===== config.mk =====
export PLATFORM = sky130hd
export DESIGN_NAME = regfile_host_bridge
export DESIGN_NICKNAME = d
export VERILOG_FILES = /design/src/rtl/regfile_host_bridge.sv
export SDC_FILE = /design/constraint.sdc
export NUM_CORES = 1
export LEC_CHECK = 0
export BUFFER_PORTS_ARGS = -buffer_cell sky130_fd_sc_hd__buf_2
export CORE_MARGIN = 1
export CORE_UTILIZATION = 55
export DETAILED_ROUTE_END_ITERATION = 6
export HOLD_SLACK_MARGIN = 0.05
export PLACE_DENSITY = 0.77
export SLEW_MARGIN = 40
export SYNTH_ARGS = -nofsm -noshare
export SYNTH_HDL_FRONTEND = slang
export SYNTH_SLANG_ARGS = --single-unit

===== constraint.sdc =====
create_clock -name FpgaClk -period 2.77 [get_ports FpgaClk]
set_clock_uncertainty 0.2 [all_clocks]
set_input_delay 0.4155 -clock FpgaClk [delete_from_list [all_inputs] [get_ports FpgaClk]]
set_output_delay 0.4155 -clock FpgaClk [all_outputs]
set_load 0.01 [all_outputs]

===== src/rtl/regfile_host_bridge.sv =====
// Host byte-stream to flash-loader register-file bridge: write/read command frames, ACK/NAK responses.
// Optional trailing XOR checksum byte per frame when REGBRIDGE_CHECKSUM_EN is defined.
module regfile_host_bridge #(
  parameter int unsigned RD_LAT      = 2,
  parameter int unsigned TIMEOUT_CYC = 100000
) (
  input  logic        FpgaClk,
  input  logic        RST,
  input  logic [7:0]  RxData,
  input  logic        RxValid,
  output logic        RxReady,
  output logic [7:0]  TxData,
  output logic        TxValid,
  input  logic        TxReady,
  output logic [15:0] RegFileWrAddress,
  output logic [17:0] RegFileWrData,
  output logic        RegFileWrEn,
  output logic [15:0] RegFileRdAddress,
  input  logic [15:0] RegFileRdData,
  output logic        Busy
);

  localparam logic [7:0]  OP_WRITE = 8'h57;
  localparam logic [7:0]  OP_READ  = 8'h52;
  localparam logic [7:0]  RSP_ACK  = 8'h06;
  localparam logic [7:0]  RSP_NAK  = 8'h15;
  localparam logic [23:0] TO_LAST  = 24'(TIMEOUT_CYC - 1);
  localparam logic [3:0]  RD_LAST  = 4'(RD_LAT);

  typedef enum logic [3:0] {
    ST_IDLE,
    ST_ADDR_H,
    ST_ADDR_L,
    ST_DATA2,
    ST_DATA1,
    ST_DATA0,
`ifdef REGBRIDGE_CHECKSUM_EN
    ST_CSUM,
`endif
    ST_WRITE,
    ST_RD_WAIT,
    ST_TX_HI,
    ST_TX_LO,
    ST_TX_ACK,
    ST_TX_NAK
  } state_e;

  state_e      state_q, state_d;
  logic        is_wr_q, is_wr_d;
  logic [15:0] addr_q, addr_d;
  logic [17:0] data_q, data_d;
  logic [23:0] to_cnt_q, to_cnt_d;
  logic [3:0]  rd_cnt_q, rd_cnt_d;
  logic [15:0] rd_hold_q, rd_hold_d;
  logic [15:0] wr_addr_q, wr_addr_d;
  logic [17:0] wr_data_q, wr_data_d;
  logic [15:0] rd_addr_q, rd_addr_d;
  logic        tx_valid_q, tx_valid_d;
  logic        rx_state, in_frame;
  logic        rx_fire, tx_fire, rd_done, timeout_hit;
`ifdef REGBRIDGE_CHECKSUM_EN
  logic [7:0]  csum_q, csum_d;
  logic        csum_ok;
  assign csum_ok = (RxData == csum_q);
`endif

  assign rx_fire     = RxValid & RxReady;
  assign tx_fire     = tx_valid_q & TxReady;
  assign rd_done     = (rd_cnt_q == RD_LAST);
  // An accepted byte always beats an expiring timeout in the same cycle.
  assign timeout_hit = (TIMEOUT_CYC != 0) && in_frame && !rx_fire && (to_cnt_q == TO_LAST);

  assign RegFileWrAddress = wr_addr_q;
  assign RegFileWrData    = wr_data_q;
  assign RegFileRdAddress = rd_addr_q;

  always_ff @(posedge FpgaClk) begin
    if (RST) state_q <= ST_IDLE;
    else     state_q <= state_d;
  end

  always_comb begin
    state_d = state_q;
    if (timeout_hit) begin
      state_d = ST_IDLE;
    end else begin
      case (state_q)
        ST_IDLE:   if (rx_fire) state_d = (RxData == OP_WRITE || RxData == OP_READ) ? ST_ADDR_H : ST_TX_NAK;
        ST_ADDR_H: if (rx_fire) state_d = ST_ADDR_L;
`ifdef REGBRIDGE_CHECKSUM_EN
        ST_ADDR_L: if (rx_fire) state_d = is_wr_q ? ST_DATA2 : ST_CSUM;
        ST_DATA2:  if (rx_fire) state_d = ST_DATA1;
        ST_DATA1:  if (rx_fire) state_d = ST_DATA0;
        ST_DATA0:  if (rx_fire) state_d = ST_CSUM;
        ST_CSUM:   if (rx_fire) state_d = !csum_ok ? ST_TX_NAK : (is_wr_q ? ST_WRITE : ST_RD_WAIT);
`else
        ST_ADDR_L: if (rx_fire) state_d = is_wr_q ? ST_DATA2 : ST_RD_WAIT;
        ST_DATA2:  if (rx_fire) state_d = ST_DATA1;
        ST_DATA1:  if (rx_fire) state_d = ST_DATA0;
        ST_DATA0:  if (rx_fire) state_d = ST_WRITE;
`endif
        ST_WRITE:   state_d = ST_TX_ACK;
        ST_RD_WAIT: if (rd_done) state_d = ST_TX_HI;
        ST_TX_HI:   if (tx_fire) state_d = ST_TX_LO;
        ST_TX_LO:   if (tx_fire) state_d = ST_IDLE;
        ST_TX_ACK:  if (tx_fire) state_d = ST_IDLE;
        ST_TX_NAK:  if (tx_fire) state_d = ST_IDLE;
        default:    state_d = ST_IDLE;
      endcase
    end
  end

  always_comb begin
    rx_state    = 1'b0;
    in_frame    = 1'b0;
    RegFileWrEn = 1'b0;
    TxData      = '0;
    case (state_q)
      ST_IDLE: rx_state = 1'b1;
      ST_ADDR_H, ST_ADDR_L, ST_DATA2, ST_DATA1, ST_DATA0: begin
        rx_state = 1'b1;
        in_frame = 1'b1;
      end
`ifdef REGBRIDGE_CHECKSUM_EN
      ST_CSUM: begin
        rx_state = 1'b1;
        in_frame = 1'b1;
      end
`endif
      ST_WRITE:  RegFileWrEn = 1'b1;
      ST_TX_HI:  TxData = rd_hold_q[15:8];
      ST_TX_LO:  TxData = rd_hold_q[7:0];
      ST_TX_ACK: TxData = RSP_ACK;
      ST_TX_NAK: TxData = RSP_NAK;
      default: ;
    endcase
    RxReady = rx_state & ~RST;
    Busy    = (state_q != ST_IDLE);
    TxValid = tx_valid_q;
  end

  always_comb begin
    is_wr_d    = is_wr_q;
    addr_d     = addr_q;
    data_d     = data_q;
    rd_hold_d  = rd_hold_q;
    wr_addr_d  = wr_addr_q;
    wr_data_d  = wr_data_q;
    rd_addr_d  = rd_addr_q;
    tx_valid_d = tx_valid_q;
    to_cnt_d   = (in_frame && !rx_fire && !timeout_hit) ? to_cnt_q + 24'd1 : '0;
    rd_cnt_d   = (state_q == ST_RD_WAIT && !rd_done) ? rd_cnt_q + 4'd1 : '0;
`ifdef REGBRIDGE_CHECKSUM_EN
    csum_d     = (state_q == ST_IDLE) ? '0 : csum_q;
    if (rx_fire) csum_d = csum_d ^ RxData;
`endif
    case (state_q)
      ST_IDLE:   if (rx_fire) is_wr_d = (RxData == OP_WRITE);
      ST_ADDR_H: if (rx_fire) addr_d[15:8] = RxData;
      ST_ADDR_L: begin
        if (rx_fire) addr_d[7:0] = RxData;
`ifndef REGBRIDGE_CHECKSUM_EN
        if (rx_fire && !is_wr_q) rd_addr_d = {addr_q[15:8], RxData};
`endif
      end
      ST_DATA2:  if (rx_fire) data_d[17:16] = RxData[1:0];
      ST_DATA1:  if (rx_fire) data_d[15:8] = RxData;
      ST_DATA0: begin
        if (rx_fire) data_d[7:0] = RxData;
`ifndef REGBRIDGE_CHECKSUM_EN
        if (rx_fire) begin
          wr_addr_d = addr_q;
          wr_data_d = {data_q[17:8], RxData};
        end
`endif
      end
`ifdef REGBRIDGE_CHECKSUM_EN
      ST_CSUM: begin
        if (rx_fire && csum_ok && is_wr_q) begin
          wr_addr_d = addr_q;
          wr_data_d = data_q;
        end
        if (rx_fire && csum_ok && !is_wr_q) rd_addr_d = addr_q;
      end
`endif
      ST_RD_WAIT: begin
        if (rd_done) begin
          rd_hold_d  = RegFileRdData;
          tx_valid_d = 1'b1;
        end
      end
      // ACK/NAK raise TxValid one cycle after entry; TX_LO enters already valid.
      ST_TX_LO, ST_TX_ACK, ST_TX_NAK: begin
        if (!tx_valid_q)  tx_valid_d = 1'b1;
        else if (TxReady) tx_valid_d = 1'b0;
      end
      default: ;
    endcase
  end

  always_ff @(posedge FpgaClk) begin
    if (RST) begin
      is_wr_q    <= 1'b0;
      addr_q     <= '0;
      data_q     <= '0;
      to_cnt_q   <= '0;
      rd_cnt_q   <= '0;
      rd_hold_q  <= '0;
      wr_addr_q  <= '0;
      wr_data_q  <= '0;
      rd_addr_q  <= '0;
      tx_valid_q <= 1'b0;
`ifdef REGBRIDGE_CHECKSUM_EN
      csum_q     <= '0;
`endif
    end else begin
      is_wr_q    <= is_wr_d;
      addr_q     <= addr_d;
      data_q     <= data_d;
      to_cnt_q   <= to_cnt_d;
      rd_cnt_q   <= rd_cnt_d;
      rd_hold_q  <= rd_hold_d;
      wr_addr_q  <= wr_addr_d;
      wr_data_q  <= wr_data_d;
      rd_addr_q  <= rd_addr_d;
      tx_valid_q <= tx_valid_d;
`ifdef REGBRIDGE_CHECKSUM_EN
      csum_q     <= csum_d;
`endif
    end
  end

endmodule


### After elaboration in Yosys (flattened, before gate mapping)

Index checks and enable logic that the tools add are counted.

| word-level totals | value |
|---|---|
| bits in registers | 126 |
| input port bits | 28 |
| output and inout bits | 62 |
| word-level logic and storage cells | 94 |

| cells by class | value |
|---|---|
| $add $sub $neg | 2 |
| eq/ne operators | 24 |
| muxes and demuxes | 20 |
| bitwise logic cells | 6 |
| reduce and logical (&&, ||, !) cells | 29 |

Operator list:

| kind | count |
|---|---|
| $mux W4 | 10 |
| $pmux W4 S10 | 1 |
| $pmux W8 S4 | 1 |
| $add A24 B1 Y24 const B | 1 |
| $eq A24 B17 Y1 const B | 1 |
| $reduce_and A2 Y1 | 9 |
| $eq A4 B3 Y1 const B | 4 |
| $eq A4 B4 Y1 const B | 4 |
| $eq A8 B7 Y1 const B | 2 |
| $ne A2 B2 Y1 const B | 8 |
| $eq A4 B2 Y1 const B | 3 |
| $reduce_and A9 Y1 | 1 |
| $mux W1 | 6 |
| $reduce_or A2 Y1 | 3 |
| $reduce_or A6 Y1 | 1 |
| $logic_and A1 B1 Y1 | 5 |
| $reduce_or A5 Y1 | 1 |
| $add A4 B1 Y4 const B | 1 |
| $eq A4 B1 Y1 const B | 1 |
| $logic_not A1 Y1 | 4 |
| $logic_not A4 Y1 | 1 |
| $reduce_bool A4 Y1 | 1 |
| $and A1 B1 Y1 | 3 |
| $mux W3 | 1 |
| 6 further kinds | 8 |

### Logic depth before layout (Yosys ltp)

Gate-level depths: netlist of run 1.

| depth | value |
|---|---|
| depth after elaboration | 12 |
| depth in mapped cells | 8 |
| depth with buffers taken out | 6 |

### Worst setup path after synthesis of run 1

Ideal clock, no wire load.

| timing | value |
|---|---|
| kind | register to register |
| start point | register to_cnt_q[0] |
| end point | register to_cnt_q[2] |
| library setup time | 118 ps |
| arrival | 1796 ps |
| required time | 2452 ps |
| setup slack | 656 ps |
| cell stages (with the launch flop) | 7 |
| buffers on the path | 1 |
| period minus slack after synthesis | 2114 ps |
| cell sequence | dfxtp_1 -> ha_1 -> nand4_1 -> or4_1 -> o21ai_1 -> buf_2 -> nor2_1 |

| between the ends | value |
|---|---|
| cells in the longest elaborated chain, start to end | 6 |
| elaborated cells between the ends (all ways) | 7 |
| classes of those cells | add/sub: 1; eq/ne: 1; bitwise: 1; reduce/logical: 4 |

RTL lines:

| what | RTL line | text |
|---|---|---|
| from (decl) | 52 | `logic [23:0] to_cnt_q, to_cnt_d;` |
| from (signal assigned) | 220 | `to_cnt_q <= to_cnt_d;` |
| branches (longest 6 deep; another with $add A24 B1 Y24) | - |  |

Several ways; the timed one is not identified.
A chain may end at the register's enable or synchronous reset.

### Worst setup path after layout of run 1

| timing | value |
|---|---|
| start point | register state_q[3] |
| end point | output port TxData[7] |

| between the ends | value |
|---|---|
| cells in the longest elaborated chain, start to end | 2 |
| elaborated cells between the ends (all ways) | 5 |
| classes of those cells | eq/ne: 4; mux: 1 |

RTL lines:

| what | RTL line | text |
|---|---|---|
| from (decl) | 48 | `state_e state_q, state_d;` |
| from (signal assigned) | 79 | `else state_q <= state_d;` |
| $eq A4 B4 Y1 | 118 | `case (state_q)` |
| $pmux W8 S4 * | 118 |  |
| to (decl) | 12 | `output logic [7:0] TxData,` |

Mark *: on every way between the ends. The rest lies on a longest branch, timed or not.

==> results.yml, run 1 <==
status:
  status: "completed"
synth:
  synth-seq-area-share_pct: 48.8
  synth_area_per_cell_sq_um: 8.38
  synth_top_area_share_pct: 48.8
  ys_warn_count: 0
  synth_commonest_cells: "nand2_1 (130), dfxtp_1 (126), a21oi_1 (80)"
  synth_seq_cells: 126
  ys_top_cells_by_area: "dfxtp_1 (49%), nand2_1 (9.4%), a21oi_1 (7.8%)"
  post_synth_num_cell_types: 50
  syn_inst: 616
  synthFlopType: "dfxtp_1"
  netlist_area_sq_mm: 0.00516
  synth_nets: 647
  synth_top_area_cell: "dfxtp_1"
  synth_most_common_cell: "nand2_1"
  async_reset_ff_share_pct: 0
  synth_edf_count: 0
setup_path:
  cp_data_required_time_ps: 2150
  startpoint_type: "flip-flop"
  arrival_ps: 1980
  worstPathMaxFanout: 16
  crit_type: "reg2out"
  cp-end-kind: "output pin"
cts:
  cts_root_buf: "clkbuf_8"
  cts_tree: "done"
  path_clk_slew_ps: 60
  numCtsBuffers: 17
  cts_sinks: 126
  cts.path.max_buffers: 2
  post_cts_buffers: 0
  htree_levels: 4
  insertion_delay_ps: 520
floorplanning:
  die_w_microns: 98.9
  rows: 34
  ios: 90
  die_area_sq_mm: 0.00978
  initial_core_util_pct: 58.1
  core_sq_mm: 0.00889
  die_h_microns: 98.9
sta:
  rsz0062_at_grt: "false"
  setup-tns-final_ps: 0
  min_period_ps: 2600
  max_slew.worst_pin.slew_ps: 749
  setup_ws_ps: 173
  maxSlewViolCount: 0
  finalHoldViolCount: 0
  slew_headroom_pct: 50.0
  finalCritPeriodShare_pct: 93.8
  setup-violations-final: 0
  timing.fmax_mhz: 385
placed_design:
  port_buffers: 89
  gp_congestion: 0.828
  preCtsSetupSlack_ps: 333
  dp.cells: 783
  dp_hpwl_microns: 7870
detailed_routing:
  drc: 0
  via_per_inst: 5.72
  totalWireLength_microns: 13200
  drtIter0Drc: 268
  drt_pre_antenna_iters: 5
  wire_per_inst_microns: 15.7
  antenna_left: 0
  vias: 4802
finish:
  antenna_cells: 0
  area_delta_synth_final_pct: 26.1
  drive_gt1_share_pct: 20.0
  final_nets: 750
  layout.cells.non_filler: 839
global_routing:
  grt_pass1_wl_microns: 21500
  grt_overflow: 0
  grtUsageTotal_pct: 27.9
  grt_max_degree: 78
  antenna_found_initial: 0
  grt_pass1_vias: 4585
flow_run:
  max-cap-violations: 0
power_and_ir_drop:
  power_leakage_nw: 2.64
  peakVddDrop_uv: 517
  power_density_mw_per_mm2: 745
worst_hold_path:
  hp-class: "in2reg"
==> area by class of cell <==
| cell class | instances | area, sq um |
|---|---|---|
| Multi-Input combinational cell | 443 | 2450 |
| Tap cell | 108 | 135 |
| Sequential cell | 126 | 2520 |
| Fill cell | 633 | 2380 |
| Timing Repair Buffer | 124 | 771 |
| Inverter | 7 | 26.3 |
| Clock inverter | 14 | 194 |
| Clock buffer | 17 | 414 |
==> metrics by stage <==
step | hold slack [ps] | power, mW | utilization [%] | cell area (sq um)
final | 125 | 4.85 | 73.2 | 6510
after global routing | 127 | 5.00 | 73.2 | 6510
after CTS | 109 | 4.84 | 73.2 | 6510
after detailed placement | 243 | 2.55 | 63.6 | 5650
after global placement | 238 | 2.53 | 63.6 | 5650
after floorplan | 225 | 2.39 | - | 5160
==> cell families (layout without fill, tap and decap cells) <==
family | count (synthesis) | in the layout | synth area share (%)
AO/OA/AOI/OAI | 120 | 120 | 12.5
XOR/XNOR | 16 | 16 | 2.71
flip-flops | 126 | 126 | 48.8
adder cells (fa/ha/maj) | 4 | 4 | 0.921
buffers and inverters | 47 | 162 | 3.78
AND/OR/NAND/NOR | 270 | 270 | 24.8
multiplexers | 33 | 33 | 6.40
==> worst max-delay path, stage by stage, from the launching register on <==
cell	delay, ps
dfxtp_1	630
nand2b_1	350
nor3_1	300
buf_2	170
==> routing by layer <==
metal / wire length (microns) / part of all wire, % / GRT usage [%]
met5: 0 / 0 / 0
met4: 251 / 1.9 / 11.0
met3: 812 / 6.2 / 6.88
met2: 6260 / 47 / 46.2
met1: 5860 / 44 / 34.9
==> placed cells by master, fill, tap and decap left out, types with 2 or more instances in the layout <==
master and instances:
and4_1 3, mux2i_1 33, or4_4 3, and3_1 3
nor3_1 10, buf_2 89, or3_1 3, o21ai_0 22
nor4b_1 2, clkbuf_16 16, bufinv_16 4, clkinv_2 3
dfxtp_1 125, and2_1 2, or2_2 3, clkinvlp_4 2
dlygate4sd3_1 25, clkinv_4 4, xnor2_1 9, a211oi_1 3
nand3_1 14, or4_1 8, xor2_1 7, inv_1 7
nand2_1 130, o31ai_1 7, buf_4 10, a21oi_1 80
nand2b_1 2, nor2b_1 5, ha_1 3, nor2_1 56
nand4_1 8, or3b_2 2, nor4_1 7
==> registers in the layout, indices dropped and copies added, names as in the netlist, 4 cells and up <==
register and count:
RegFileWrData 18, state_q 4, RegFileRdAddress 16, RegFileWrAddress 16
rd_cnt_q 4, addr_q 16, rd_hold_q 16, data_q 10
to_cnt_q 24
==> timing repair <==
item / 4_1_cts / 5_1_grt
endpoints found under the hold margin: 37 / 0
resized for setup: 0 / 1
endpoints found under the setup margin: 0 / 1
hold buffers: 25 / 0
==> worst paths after layout <==
check                                       from          endpoint  slack [ps]  cells past startpoint
worst max-delay path                  state_q[3]         TxData[7]         170                      3
worst max register to register       rd_cnt_q[0]        state_q[0]         470                      6
worst min register to register  RegFileWrData[5]  RegFileWrData[5]         250                      2
worst min-delay path                     RxValid           is_wr_q         120                      4
==> where the power goes <==
| part | total, mW | leakage (nW) | internal (mW) | switching (mW) |
|---|---|---|---|---|
| combinational | 0.595 | 1.33 | 0.243 | 0.352 |
| sequential | 1.97 | 1.02 | 1.87 | 0.104 |
| clock | 2.28 | 0.294 | 1.46 | 0.823 |
| total | 4.85 | 2.64 | 3.57 | 1.28 |
(Power assumes the default switching activity.)
==> inputs of run 2 (changes only) <==
--- a/config.mk
+++ b/config.mk
@@ -9,6 +9,7 @@
 export CORE_MARGIN = 1
 export CORE_UTILIZATION = 55
 export DETAILED_ROUTE_END_ITERATION = 6
+export GPL_TIMING_DRIVEN = 0
 export HOLD_SLACK_MARGIN = 0.05
 export PLACE_DENSITY = 0.77
 export SLEW_MARGIN = 40
==> run 2 against run 1 <==
Against the previous run: critical path type unchanged; via count up 1.9%; register-to-register slack lost 230 ps; maximum frequency shrank 0.65%; final area grew 1.7%; critical endpoint is now TxData[1]; non-clock buffer count is 28 higher.
==> results.yml, run 2 (synthesized netlist as in run 1, its figures left out) <==
setup_path:
  crit_type: "reg2out"
  arrival_ps: 2000
  cp_data_required_time_ps: 2150
  cp-end-kind: "output pin"
  worstPathMaxFanout: 19
  startpoint_type: "flip-flop"
detailed_routing:
  antenna_left: 0
  via_per_inst: 5.64
  drc: 0
  totalWireLength_microns: 13600
  wire_per_inst_microns: 15.7
  maxUsedRoutingLayer: "met4"
  routed-wl-met2_microns: 6500
  drt-met1-wl_microns: 6030
  wl_met3_microns: 881
  drtIter0Drc: 355
  drt_pre_antenna_iters: 5
  vias: 4893
cts:
  cts_root_buf: "clkbuf_8"
  insertion_delay_ps: 530
  htree_levels: 4
  path_clk_slew_ps: 60
  post_cts_buffers: 0
  cts.path.max_buffers: 2
  cts_tree: "done"
  cts_sinks: 126
  numCtsBuffers: 17
finish:
  final_nets: 778
  layout_common_cells: "nand2_1 (130), dfxtp_1 (126), buf_2 (94)"
  nFillCells: 663
  largest_register_ffs: 24
  final_common_cell: "nand2_1"
  fin_area_sq_mm: 0.00662
  regMostFlops: "to_cnt_q"
  area_delta_synth_final_pct: 28.2
  fin_util_pct: 74.5
  drive_gt1_share_pct: 18.8
  antenna_cells: 0
sta:
  finalCritPeriodShare_pct: 94.4
  timing.fmax_mhz: 383
  max_slew.worst_pin.slew_ps: 657
  setup-tns-final_ps: 0
  rsz0062_at_grt: "false"
  holdWs_ps: 124
  maxSlewViolCount: 0
  setup-violations-final: 0
  min_period_ps: 2610
  slew_headroom_pct: 56.0
  finalHoldViolCount: 0
power_and_ir_drop:
  power_leakage_nw: 2.66
  power_density_mw_per_mm2: 747
  power_frac_seq_pct: 38.6
  comb_power_share_pct: 13.8
  swShare_pct: 27.1
  peakVddDrop_uv: 421
  finalPower_mw: 4.95
  internal_power_mw: 3.61
  p_sw_mw: 1.34
  clockPowerShare_pct: 47.6
floorplanning:
  ios: 90
  rows: 34
  die_h_microns: 98.9
  initial_core_util_pct: 58.1
  die_w_microns: 98.9
  die_area_sq_mm: 0.00978
  core_sq_mm: 0.00889
global_routing:
  grt_pass1_wl_microns: 22000
  grtUsageTotal_pct: 28.9
  grt_max_degree: 20
  grt_pass1_vias: 4587
  grt_overflow: 0
  antenna_found_initial: 0
placed_design:
  dp_hpwl_microns: 9120
  gp_congestion: 0.904
  port_buffers: 88
  place_area_sq_mm: 0.00574
status:
  status: "completed"
flow_run:
  max-cap-violations: 0
worst_hold_path:
  hp-class: "in2reg"
run 2: cell count changes in the layout (fill, tap and decap cells not counted):
cell      before  now
clkbuf_1       0   32
buf_4         10    1
buf_2         89   94
inv_6          1    6
clkinv_2       3    0
clkinv_4       4    2
buf_6          0    1
dfxtp_1      125  126
dfxtp_2        1    0
nor4b_2        1    0
nor4b_4        0    1
o21ai_1        1    0
o21ai_2        0    1
run 2: cell type report:
class | count | area, sq um | area share (%)
Timing Repair Buffer | 113 | 691 | 10.4
Clock buffer | 18 | 418 | 6.31
Buffer | 39 | 165 | 2.49
Multi-Input combinational cell | 443 | 2460 | 37.1
Inverter | 7 | 26.3 | 0.397
Sequential cell | 126 | 2520 | 38.1
Clock inverter | 14 | 205 | 3.10
Tap cell | 108 | 135 | 2.04
run 2: timing repair:
action	in CTS	in global routing
hold buffers	25	0
resized for setup	0	2
hold endpoints to repair	41	0
setup endpoints to repair	1	19
run 2: power groups by stage:
stage          sequential (mW)  combinational (mW)  clock (mW)
6_report                  1.91               0.682        2.36
2_1_floorplan             1.94               0.447           0
5_1_grt                   1.91               0.742        2.45
3_5_place_dp              1.95               0.642           0
3_3_place_gp              1.94               0.628           0
4_1_cts                   1.91               0.672        2.37
run 2: worst paths after layout:
| check | from | to | slack (ps) | depth (start not counted) |
|---|---|---|---|---|
| max reg2reg | state_q[0] | RegFileWrData[5] | 240 | 7 |
| min reg2reg | RegFileWrAddress[8] | RegFileWrAddress[8] | 250 | 2 |
| max | state_q[0] | TxData[1] | 160 | 5 |
| min | RxValid | is_wr_q | 120 | 4 |
run 2: critical path, stage by stage (launching register included):
cell and delay, ps:
dfxtp_1 340, buf_2 380, nor2b_1 350, a21oi_1 120, nor2_1 120, buf_2 160
run 2: layer usage:
metal | vias to the layer above | GRT usage (%)
met5 | - | 0
met4 | 0 | 9.41
met3 | 22 | 6.74
met2 | 184 | 49.2
met1 | 2310 | 36.1
li1 | 2377 | -
run 2: per-stage QoR:
stage | std cells | setup WS (ps)
after detailed placement | 812 | 227
after CTS | 868 | 140
after global placement | 812 | 289
after global routing | 868 | 12.9
after floorplan | 616 | 656
final | 868 | 156
